`src/rtl/ps2_pkg.sv`:
```
// ---------------------------------------------------------------------------
// ps2_pkg
//   Shared types and constants for the PS/2 host command controller.
//   - ps2_state_e : command sequencer states
//   - PS2_RSP_*   : device response bytes the sequencer reacts to
//   - ERR_*       : err_code values reported with the error pulse
// ---------------------------------------------------------------------------
package ps2_pkg;

   typedef enum logic [2:0] {
      IDLE     = 3'd0,
      INHIBIT  = 3'd1,
      RTS      = 3'd2,
      XFER     = 3'd3,
      WAIT_RSP = 3'd4,
      DONE     = 3'd5,
      ERR      = 3'd6
   } ps2_state_e;

   localparam logic [7:0] PS2_RSP_ACK    = 8'hFA;
   localparam logic [7:0] PS2_RSP_RESEND = 8'hFE;

   localparam logic [1:0] ERR_XFER_TIMEOUT = 2'd0;
   localparam logic [1:0] ERR_RSP_TIMEOUT  = 2'd1;
   localparam logic [1:0] ERR_RESEND       = 2'd2;
   localparam logic [1:0] ERR_BAD_RSP      = 2'd3;

endpackage

```
`src/rtl/ps2_cyc_timer.sv`:
```
// ---------------------------------------------------------------------------
// ps2_cyc_timer
//   Loadable down-counter that saturates at zero. A load takes priority over
//   the decrement. zero_o is a plain decode of the current count.
// Ports
//   clk_i       in   clock
//   rst_n_i     in   async reset, active low (count clears to 0)
//   load_i      in   load load_val_i this cycle
//   load_val_i  in   CNT_W value to load
//   cnt_o       out  current count
//   zero_o      out  count == 0
// ---------------------------------------------------------------------------
module ps2_cyc_timer #(
   parameter int CNT_W = 20
) (
   input  logic             clk_i,
   input  logic             rst_n_i,
   input  logic             load_i,
   input  logic [CNT_W-1:0] load_val_i,
   output logic [CNT_W-1:0] cnt_o,
   output logic             zero_o
);

   logic [CNT_W-1:0] cnt_q;
   logic [CNT_W-1:0] cnt_d;

   always_comb begin
      cnt_d = cnt_q;
      if (load_i) begin
         cnt_d = load_val_i;
      end else if (cnt_q != '0) begin
         cnt_d = cnt_q - 1'b1;
      end
   end

   always_ff @(posedge clk_i or negedge rst_n_i) begin
      if (!rst_n_i) begin
         cnt_q <= '0;
      end else begin
         cnt_q <= cnt_d;
      end
   end

   assign cnt_o  = cnt_q;
   assign zero_o = (cnt_q == '0);

endmodule

```
`src/rtl/ps2_host_cmd_ctrl.sv`:
```
// ---------------------------------------------------------------------------
// ps2_host_cmd_ctrl
//   Sequences one host-to-device PS/2 command byte: inhibit the clock line,
//   request-to-send, hand the byte to ps2_host_tx, wait for the device
//   answer, then pulse done or error.
//   Optional feature macro: PS2_CMD_RESEND_EN -- when defined, a 0xFE answer
//   re-sends the same byte up to MAX_RETRY times; otherwise 0xFE is an error.
// Ports
//   sys_clk_i          in   system clock
//   sys_rst_n_i        in   async reset, active low
//   cmd_data_i[7:0]    in   command byte
//   cmd_valid_i        in   command request (taken when cmd_ready_o is high)
//   cmd_ready_o        out  high only in IDLE
//   ps2_clk_oe_o       out  1 = pull ps2_clk low
//   ps2_data_oe_o      out  1 = pull ps2_data low
//   ps2_clk_posedge_i  in   synchronised ps2_clk rising-edge strobe
//   tx_data_o[7:0]     out  byte for ps2_host_tx, stable from accept to end
//   send_req_o         out  one-cycle load strobe to ps2_host_tx
//   tx_busy_i          in   ps2_host_tx busy
//   rx_data_i[7:0]     in   received byte
//   rx_valid_i         in   one-cycle receive strobe
//   done_o             out  one-cycle pulse, device acknowledged
//   error_o            out  one-cycle pulse, transfer failed
//   err_code_o[1:0]    out  failure reason, valid with error_o
//   dbg_state_o[2:0]   out  current sequencer state
// Handshake: cmd_valid_i/cmd_ready_o follow valid/ready -- a command moves
//   on the clock edge where both are high; valid while not ready is ignored.
// ---------------------------------------------------------------------------
module ps2_host_cmd_ctrl
   import ps2_pkg::*;
#(
   parameter int CNT_W            = 20,
   parameter int INHIBIT_CYC      = 5000,
   parameter int RTS_CYC          = 100,
   parameter int XFER_TIMEOUT_CYC = 750000,
   parameter int RSP_TIMEOUT_CYC  = 1000000
`ifdef PS2_CMD_RESEND_EN
   ,
   parameter int MAX_RETRY        = 3
`endif
) (
   input  logic       sys_clk_i,
   input  logic       sys_rst_n_i,
   input  logic [7:0] cmd_data_i,
   input  logic       cmd_valid_i,
   output logic       cmd_ready_o,
   output logic       ps2_clk_oe_o,
   output logic       ps2_data_oe_o,
   input  logic       ps2_clk_posedge_i,
   output logic [7:0] tx_data_o,
   output logic       send_req_o,
   input  logic       tx_busy_i,
   input  logic [7:0] rx_data_i,
   input  logic       rx_valid_i,
   output logic       done_o,
   output logic       error_o,
   output logic [1:0] err_code_o,
   output logic [2:0] dbg_state_o
);

   ps2_state_e       state_q, state_d;
   logic [7:0]       tx_data_q, tx_data_d;
   logic [1:0]       err_q, err_d;
   logic             edge_seen_q, edge_seen_d;
   logic             busy_q;
   logic             busy_fall;

   logic             tmr_load;
   logic [CNT_W-1:0] tmr_val;
   logic [CNT_W-1:0] tmr_cnt;
   logic             tmr_zero;

`ifdef PS2_CMD_RESEND_EN
   localparam int RETRY_W = (MAX_RETRY < 1) ? 1 : $clog2(MAX_RETRY + 1);
   logic [RETRY_W-1:0] retry_q, retry_d;
`endif

   ps2_cyc_timer #(.CNT_W(CNT_W)) u_timer (
      .clk_i      (sys_clk_i),
      .rst_n_i    (sys_rst_n_i),
      .load_i     (tmr_load),
      .load_val_i (tmr_val),
      .cnt_o      (tmr_cnt),
      .zero_o     (tmr_zero)
   );

   // The frame is finished when the shifter's busy flag falls; an already
   // high busy at INHIBIT entry is harmless because only the fall matters.
   assign busy_fall = busy_q & ~tx_busy_i;

   always_comb begin
      state_d       = state_q;
      tx_data_d     = tx_data_q;
      err_d         = err_q;
      edge_seen_d   = edge_seen_q;
      tmr_load      = 1'b0;
      tmr_val       = '0;
      cmd_ready_o   = 1'b0;
      ps2_clk_oe_o  = 1'b0;
      ps2_data_oe_o = 1'b0;
      send_req_o    = 1'b0;
      done_o        = 1'b0;
      error_o       = 1'b0;
      err_code_o    = 2'd0;
`ifdef PS2_CMD_RESEND_EN
      retry_d       = retry_q;
`endif
      case (state_q)
         IDLE: begin
            cmd_ready_o = 1'b1;
            if (cmd_valid_i) begin
               tx_data_d = cmd_data_i;
`ifdef PS2_CMD_RESEND_EN
               retry_d   = '0;
`endif
               tmr_load  = 1'b1;
               tmr_val   = CNT_W'(INHIBIT_CYC);
               state_d   = INHIBIT;
            end
         end
         INHIBIT: begin
            ps2_clk_oe_o = 1'b1;
            if (tmr_zero) begin
               send_req_o = 1'b1;
               tmr_load   = 1'b1;
               tmr_val    = CNT_W'(RTS_CYC);
               state_d    = RTS;
            end
         end
         RTS: begin
            ps2_clk_oe_o  = 1'b1;
            ps2_data_oe_o = 1'b1;
            if (tmr_zero) begin
               tmr_load    = 1'b1;
               tmr_val     = CNT_W'(XFER_TIMEOUT_CYC);
               edge_seen_d = 1'b0;
               state_d     = XFER;
            end
         end
         XFER: begin
            // Keep the start bit asserted until the device's first clock;
            // after that the shifter drives the data line.
            ps2_data_oe_o = ~edge_seen_q;
            if (ps2_clk_posedge_i) begin
               edge_seen_d = 1'b1;
            end
            if (busy_fall) begin
               tmr_load = 1'b1;
               tmr_val  = CNT_W'(RSP_TIMEOUT_CYC);
               state_d  = WAIT_RSP;
            end else if (tmr_zero) begin
               err_d   = ERR_XFER_TIMEOUT;
               state_d = ERR;
            end
         end
         WAIT_RSP: begin
            // A response arriving on the expiry cycle still counts.
            if (rx_valid_i) begin
               if (rx_data_i == PS2_RSP_ACK) begin
                  state_d = DONE;
               end else if (rx_data_i == PS2_RSP_RESEND) begin
`ifdef PS2_CMD_RESEND_EN
                  if (retry_q < RETRY_W'(MAX_RETRY)) begin
                     retry_d  = retry_q + RETRY_W'(1);
                     tmr_load = 1'b1;
                     tmr_val  = CNT_W'(INHIBIT_CYC);
                     state_d  = INHIBIT;
                  end else begin
                     err_d   = ERR_RESEND;
                     state_d = ERR;
                  end
`else
                  err_d   = ERR_RESEND;
                  state_d = ERR;
`endif
               end else begin
                  err_d   = ERR_BAD_RSP;
                  state_d = ERR;
               end
            end else if (tmr_zero) begin
               err_d   = ERR_RSP_TIMEOUT;
               state_d = ERR;
            end
         end
         DONE: begin
            done_o  = 1'b1;
            state_d = IDLE;
         end
         ERR: begin
            error_o    = 1'b1;
            err_code_o = err_q;
            state_d    = IDLE;
         end
         default: begin
            state_d = IDLE;
         end
      endcase
   end

   always_ff @(posedge sys_clk_i or negedge sys_rst_n_i) begin
      if (!sys_rst_n_i) begin
         state_q     <= IDLE;
         tx_data_q   <= 8'h00;
         err_q       <= 2'd0;
         edge_seen_q <= 1'b0;
         busy_q      <= 1'b0;
`ifdef PS2_CMD_RESEND_EN
         retry_q     <= '0;
`endif
      end else begin
         state_q     <= state_d;
         tx_data_q   <= tx_data_d;
         err_q       <= err_d;
         edge_seen_q <= edge_seen_d;
         busy_q      <= tx_busy_i;
`ifdef PS2_CMD_RESEND_EN
         retry_q     <= retry_d;
`endif
      end
   end

   assign tx_data_o   = tx_data_q;
   assign dbg_state_o = state_q;

endmodule

```
`config.mk`:
```
export PLATFORM = sky130hd
export DESIGN_NAME = ps2_host_cmd_ctrl
export DESIGN_NICKNAME = d
export VERILOG_FILES = /design/src/rtl/ps2_pkg.sv /design/src/rtl/ps2_cyc_timer.sv /design/src/rtl/ps2_host_cmd_ctrl.sv
export SDC_FILE = /design/constraint.sdc
export NUM_CORES = 1
export LEC_CHECK = 0
export ABC_AREA = 1
export BUFFER_PORTS_ARGS = -buffer_cell sky130_fd_sc_hd__buf_2
export CAP_MARGIN = 20
export CORE_ASPECT_RATIO = 1.5
export CORE_MARGIN = 1.5
export CORE_UTILIZATION = 25
export CTS_CLUSTER_SIZE = 25
export DETAILED_ROUTE_END_ITERATION = 6
export PLACE_DENSITY_LB_ADDON = 0.25
export REMOVE_ABC_BUFFERS = 1
export SETUP_SLACK_MARGIN = 0.2
export SKIP_LAST_GASP = 1
export SLEW_MARGIN = 20
export SYNTH_ARGS = -nofsm -noshare
export SYNTH_HDL_FRONTEND = slang
export SYNTH_SLANG_ARGS = --single-unit
```
`constraint.sdc`:
```
create_clock -name sys_clk_i -period 3 [get_ports sys_clk_i]
set_clock_uncertainty 0.15 [all_clocks]
set_input_delay 0.6 -clock sys_clk_i [delete_from_list [all_inputs] [get_ports sys_clk_i]]
set_output_delay 0.6 -clock sys_clk_i [all_outputs]
set_load 0.01 [all_outputs]
```
==> flow_metrics.py, run 1 <==
metrics = {
    "route": {
        "num_vias": 2011,
        "dr.pass1.iters": 4,
        "avgViaCountPerCell": 4.38,
        "wl_um": 5730,
        "drt_first_iter_violations": 69,
        "drc": 0,
        "post_drt_wl_per_cell_um": 12.5,
        "ant_nets": 0,
    },
    "critical_path": {
        "cp.required_ps": 2250,
        "crit_path_cell_trace": "inv_1, ha_1, nand2_1, nor2_1, nand3_1, nor2_1, inv_1, nor2_1, buf_2",
        "slowest_delay_ps": 390,
        "rr_endpoint": "u_timer.cnt_o[1]",
        "r2r-start": "dbg_state_o[1]",
        "crit_buf_inv": 3,
        "cp-start-kind": "flip-flop",
        "crit_fanout": 4,
        "cp_data_arrival_time_ps": 1650,
        "regToRegSetupSlack_ps": 990,
        "endpoint": "send_req_o",
        "crit_type": "flip-flop to primary output",
        "cp_top_family": "simple AND/OR/NAND/NOR gates",
        "reg2reg_depth": 10,
        "end_kind": "primary output",
        "cpMaxStageDelayCell": "dfrtp_1",
        "crit_top_cell": "nor2_1",
        "setup.worst_path.start": "u_timer.cnt_o[0]",
        "worst-path-stages": 9,
    },
    "placed_design": {
        "gp_congestion": 0.854,
        "dpl.hpwl_um": 4620,
        "io_buffers": 40,
        "placedInstanceArea_um2": 2570,
    },
    "sta": {
        "hold_violations": 0,
        "relSlewSlack_pct": 46.2,
        "worst_slew_pin_slew_ps": 807,
        "finalCriticalPeriod_ps": 2400,
        "tns_ps": 0,
        "setup_viol": 0,
        "rsz0062_at_grt": "no",
        "whs_ps": 254,
        "drv_slew": 0,
        "period_share_pct": 80.1,
        "max_freq_mhz": 416,
    },
    "global_routing": {
        "globalRouteTotalUtil_pct": 13.1,
        "grt_pass1_wl_um": 9560,
        "grt_pass1_vias": 2040,
        "grt_overflow_total": 0,
        "grt_max_degree": 36,
        "grt_antenna_before_repair": 0,
    },
    "synthesis": {
        "yosysWarningCount": 0,
        "synth_top_family_by_area": "simple AND/OR/NAND/NOR gates",
        "synthSimpleGateAreaFrac_pct": 41.7,
        "synthAdderAreaFrac_pct": 1.11,
        "synth-compound-area-share_pct": 5.45,
        "postSynthCellCount": 303,
        "synth.avg_cell_area_um2": 7.42,
        "syn_area_um2": 2250,
        "ys_types": 31,
        "seq_area_frac_synth_pct": 39.0,
        "synth-xor-area-share_pct": 5.45,
        "synthMuxAreaShare_pct": 0,
        "synth-seq-cells": 35,
    },
    "finish": {
        "register_area_um2": 876,
        "fill_cells": 940,
        "diodes": 0,
        "drive_above_1_share_pct": 25.5,
        "final_cell_mix": "92 x nand2_1, 45 x nor2_1, 40 x buf_2, 35 x dfrtp_1, 30 x inv_1",
        "multi_input_area_um2": 1210,
        "area_delta_synth_final_pct": 20.6,
        "design_area_um2": 2710,
        "layout.nets": 372,
        "final_common_cell": "nand2_1",
    },
    "floorplanning": {
        "die_area_um2": 9580,
        "ios": 41,
        "rows": 42,
        "chipHeight_um": 119,
        "die_w_um": 80.4,
        "initial_core_util_pct": 25.6,
        "core_um2": 8780,
    },
    "clock_tree": {
        "h-tree-depth": 2,
        "clk-insertion-delay-late_ps": 290,
        "clk_path_buf_depth": 2,
        "clkTransAtPathRegs_ps": 60,
        "tritoncts": "yes",
        "cts_inserted_buffers": 5,
        "post-cts-setup-buffers": 0,
        "postCtsHoldBufs": 0,
        "root_buffer": "clkbuf_16",
        "cts.sink_count": 35,
        "post_cts_resized": 0,
    },
    "power": {
        "p_leak_nw": 1.43,
        "power_density_nw_per_um2": 981,
        "peakVddDrop_v": 0.000497,
    },
    "outcome": {
        "status": "complete, no violations",
    },
    "flow_run": {
        "drv_cap": 0,
    },
    "worst_hold_path": {
        "min_path_type": "primary input to async pin",
    },
}
-- layout make-up --
type                    instances  share of cell area [%]
well taps                     110                    5.07
multi-input cells             228                    44.5
clock buffers                   5                    4.61
flip-flops and latches         35                    32.3
clock inverters                 3                   0.738
repair buffers                 40                    7.38
inverters                      38                    5.40
-- stage by stage --
stage	total power, mW	worst slack [ps]	instances	util (%)
floorplan	1.79	1050	301	-
global placement	2.17	905	451	29.3
detailed placement	2.17	891	451	29.3
CTS	2.69	577	459	30.9
global route	2.89	374	459	30.9
finish	2.66	598	459	30.9
-- state kept, by name, summed over array words and instances (netlist names) --
| name | flops |
|---|---|
| tx_data_o | 8 |
| busy_q | 1 |
| edge_seen_q | 1 |
| u_timer.cnt_o | 20 |
| err_q | 2 |
| dbg_state_o | 3 |
-- kinds of logic (layout without fill, tap and decap cells) --
kind of cell / after synthesis / in the layout
AND/OR/NAND/NOR: 192 / 192
buffers and inverters: 40 / 86
flip-flops: 35 / 35
AO/OA/AOI/OAI: 20 / 20
XOR/XNOR: 14 / 14
adder cells (fa/ha/maj): 2 / 2
-- cells in the mapped netlist (all sizes together) --
cell type | n | area share, %
inv | 37 | 6.3
nand2 | 99 | 18
dfrtp | 35 | 39
xnor2 | 6 | 2.3
or2 | 2 | 0.56
a21oi | 14 | 4.0
nor2 | 60 | 14
buf | 2 | 0.83
nor3 | 5 | 1.1
xor2 | 8 | 3.1
nand3 | 18 | 5.2
o21ai | 5 | 1.1
nand4 | 6 | 2.3
ha | 2 | 1.1
and3 | 1 | 0.28
a22o | 1 | 0.39
clkinv | 1 | 0.22
nand3b | 1 | 0.33
-- metal layers --
layer	routed length, µm	up-vias	global-route usage [%]
met1	2220	927	14.2
met4	172	0	5.71
li1	-	1032	-
met3	150	11	1.92
met2	3180	41	24.4
met5	0	-	0
-- report_power, final --
group | switching [mW] | total [mW] | leakage, nW | internal (mW)
Clock | 0.209 | 0.514 | 0.0658 | 0.306
Sequential | 0.184 | 0.850 | 0.437 | 0.666
Combinational | 0.829 | 1.30 | 0.931 | 0.467
Total | 1.22 | 2.66 | 1.43 | 1.44
-- worst min path at each step --
stage / startpoint / endpoint / cells past startpoint
global route: tx_busy_i / busy_q / 1
detailed placement: tx_data_o[0] / tx_data_o[0] / 2
CTS: tx_busy_i / busy_q / 1
floorplan: sys_rst_n_i / busy_q / 0
finish: sys_rst_n_i / u_timer.cnt_o[8] / 1
global placement: err_q[1] / err_q[1] / 2
Note: power is estimated with default switching activity, not from simulation.
==> inputs of run 2 (changes only) <==
ABC_AREA = 0   (was 1)
clock period = 2.25 ns   (was 3 ns; I/O delays follow)
==> run 2 against run 1 <==
The run now ends with negative setup slack left. Via count increased by 7.4%. Combinational power increased by 33%. Cell count decreased by 5.4%. Non-clock buffer count increased by 59. Cell area increased by 19%. Sequential cell count unchanged. Clock-buffer cell count increased by 1. Critical path type unchanged. Largest cell class unchanged. Largest power group unchanged.
==> flow_metrics.py, run 2 <==
metrics = {
    "clock_tree": {
        "h-tree-depth": 2,
        "clkTransAtPathRegs_ps": 60,
        "tritoncts": "yes",
        "clk-insertion-delay-late_ps": 290,
        "root_buffer": "clkbuf_16",
        "cts_inserted_buffers": 5,
        "clk_path_buf_depth": 2,
        "cts.sink_count": 35,
    },
    "synthesis": {
        "synth_most_common_cell": "nand2_1",
        "seq_area_frac_synth_pct": 42.9,
        "ys_top_cells_by_area": "dfrtp_1 43%, nand2_1 7.0%, a21oi_1 3.2%",
        "synth.top_cell.area_share_pct": 42.9,
        "synth_edf_count": 0,
        "ys_types": 53,
        "synth-seq-cells": 35,
        "synth.avg_cell_area_um2": 8.92,
        "syn_area_um2": 2040,
        "async_flop_share_pct": 100,
        "postSynthCellCount": 229,
        "synth_area_leader_cell": "dfrtp_1",
        "yosysWarningCount": 0,
        "synth_commonest_cells": "38 x nand2_1, 35 x dfrtp_1, 15 x nor2_1, 13 x a21oi_1, 9 x nand3_1",
        "synth-main-ff-cell": "dfrtp_1",
    },
    "route": {
        "avgViaCountPerCell": 4.98,
        "num_vias": 2160,
        "drc": 0,
        "wl_um": 6800,
        "dr.pass1.iters": 4,
        "ant_nets": 0,
        "post_drt_wl_per_cell_um": 15.7,
        "drt_first_iter_violations": 60,
    },
    "placed_design": {
        "dpl.hpwl_um": 4670,
        "io_buffers": 40,
        "gp_congestion": 0.913,
        "placedInstanceArea_um2": 2600,
    },
    "finish": {
        "diodes": 0,
        "drive_above_1_share_pct": 46.5,
        "area_delta_synth_final_pct": 58.4,
        "register_area_um2": 880,
        "largest_reg_flops": 20,
        "fill_cells": 790,
        "multi_input_area_um2": 1330,
        "layout.nets": 352,
        "final_common_cell": "buf_4",
        "final_cell_mix": "51 x buf_4, 40 x buf_2, 37 x nand2_1, 32 x dfrtp_1, 12 x nor2_1",
        "design_area_um2": 3240,
    },
    "global_routing": {
        "grt_antenna_before_repair": 0,
        "globalRouteTotalUtil_pct": 15.7,
        "grt_overflow_total": 0,
        "grt_pass1_vias": 2032,
        "grt_max_degree": 35,
        "grt_pass1_wl_um": 10300,
    },
    "critical_path": {
        "cp-start-kind": "flip-flop",
        "cp_data_arrival_time_ps": 1690,
        "crit_type": "flip-flop to primary output",
        "rr_endpoint": "u_timer.cnt_o[19]",
        "cp.required_ps": 1650,
        "cpMaxStageDelayCell": "dfrtp_1",
        "crit_path_cell_trace": "nor3_2, buf_4, and4_1, nand2_1, nor4_2, buf_2",
        "r2r-start": "u_timer.cnt_o[1]",
        "crit_fanout": 3,
        "slowest_delay_ps": 390,
        "reg2reg_depth": 11,
        "regToRegSetupSlack_ps": 80,
        "end_kind": "primary output",
    },
    "sta": {
        "max_freq_mhz": 436,
        "whs_ps": 156,
        "finalCriticalPeriod_ps": 2290,
        "rsz0062_at_grt": "yes",
        "relSlewSlack_pct": 65.6,
        "tns_ps": -41.9,
        "hold_violations": 0,
        "drv_slew": 0,
        "period_share_pct": 102,
        "worst_slew_pin_slew_ps": 511,
        "worst_slack_ps": -41.9,
        "setup_viol": 1,
    },
    "worst_hold_path": {
        "whs_endpoint": "busy_q",
        "min_path_type": "primary input to flip-flop",
        "min_from": "tx_busy_i",
        "min_path_cells": 1,
    },
    "floorplanning": {
        "initial_core_util_pct": 25.7,
        "chipHeight_um": 114,
        "rows": 40,
        "die_w_um": 76.8,
        "ios": 41,
        "die_area_um2": 8740,
        "core_um2": 7960,
    },
    "power": {
        "peakVddDrop_v": 0.000576,
        "p_leak_nw": 1.43,
        "power_density_nw_per_um2": 1150,
    },
    "outcome": {
        "status": "complete, but fails checks",
        "violations": "negative setup slack",
    },
    "flow_run": {
        "drv_cap": 0,
    },
}
[run 2: changes by cell type after synthesis, moves of 6 or more]
cell,before,now
inv_1,30,6
o21ai_1,0,6
inv_2,6,0
nor2_2,8,2
nor2_1,45,15
nor2_4,6,0
clkbuf_1,0,7
nand2_1,92,38
[run 2: how the worst max path moves through the flow]
stage | depth (start not counted) | startpoint | endpoint | slack [ps]
after floorplan | 6 | u_timer.cnt_o[0] | send_req_o | 100
after global placement | 8 | u_timer.cnt_o[0] | u_timer.cnt_o[17] | 70
after detailed placement | 8 | u_timer.cnt_o[0] | u_timer.cnt_o[17] | 70
after CTS | 6 | u_timer.cnt_o[10] | send_req_o | -40
after global routing | 6 | u_timer.cnt_o[10] | send_req_o | -160
final | 6 | u_timer.cnt_o[10] | send_req_o | -40
[run 2: layer usage]
layer | track usage, % | vias to the layer above | wire [µm]
met3 | 2.88 | 18 | 281
met5 | 0 | - | 0
met4 | 10.5 | 0 | 249
met1 | 17.0 | 1047 | 2690
met2 | 27.7 | 71 | 3590
li1 | - | 1024 | -
[run 2: what timing repair did]
| item | CTS | global route |
|---|---|---|
| cloned | 0 | 1 |
| resized for setup | 21 | 32 |
| setup endpoints to repair | 20 | 25 |
| buffers inserted | 12 | 14 |
| hold buffers | 1 | 0 |
| hold endpoints to repair | 23 | 0 |
| pin swaps | 5 | 22 |
[run 2: cell type report]
type | count | area share, %
well taps | 105 | 4.06
repair buffers | 99 | 21.0
multi-input cells | 181 | 41.1
clock buffers | 6 | 3.98
flip-flops and latches | 35 | 27.2
inverters | 6 | 0.812
clock inverters | 2 | 1.86
[run 2: through the flow]
stage	total power [mW]	util [%]	worst slack, ps	std cells
2_1_floorplan	1.76	-	95.4	221
3_3_place_gp	2.35	32.6	66.4	398
3_5_place_dp	2.37	32.6	65.9	398
4_1_cts	3.45	37.2	-42.6	419
5_1_grt	3.94	40.7	-160	434
6_report	3.72	40.7	-41.9	434
[run 2: cells by family (layout without fill, tap and decap cells)]
logic type / count (synthesis) / count (layout) / synth area share, %
compound gates: 55 / 55 / 17.8
xor+xnor: 13 / 13 / 5.57
fa+ha+maj: 2 / 2 / 1.22
buf+inv: 14 / 113 / 2.63
flops: 35 / 35 / 42.9
simple gates: 110 / 111 / 29.9
[run 2: worst max-delay path, delay by kind of cell, from the launching register on]
kind | cells | cell delay (ps)
buffers and inverters | 2 | 320
AND/OR/NAND/NOR | 4 | 710
flip-flops | 1 | 390
[run 2: where the power goes]
| part | internal (mW) | switching (mW) |
|---|---|---|
| registers | 0.841 | 0.227 |
| logic | 0.882 | 0.852 |
| clock network | 0.636 | 0.284 |
| total | 2.36 | 1.36 |
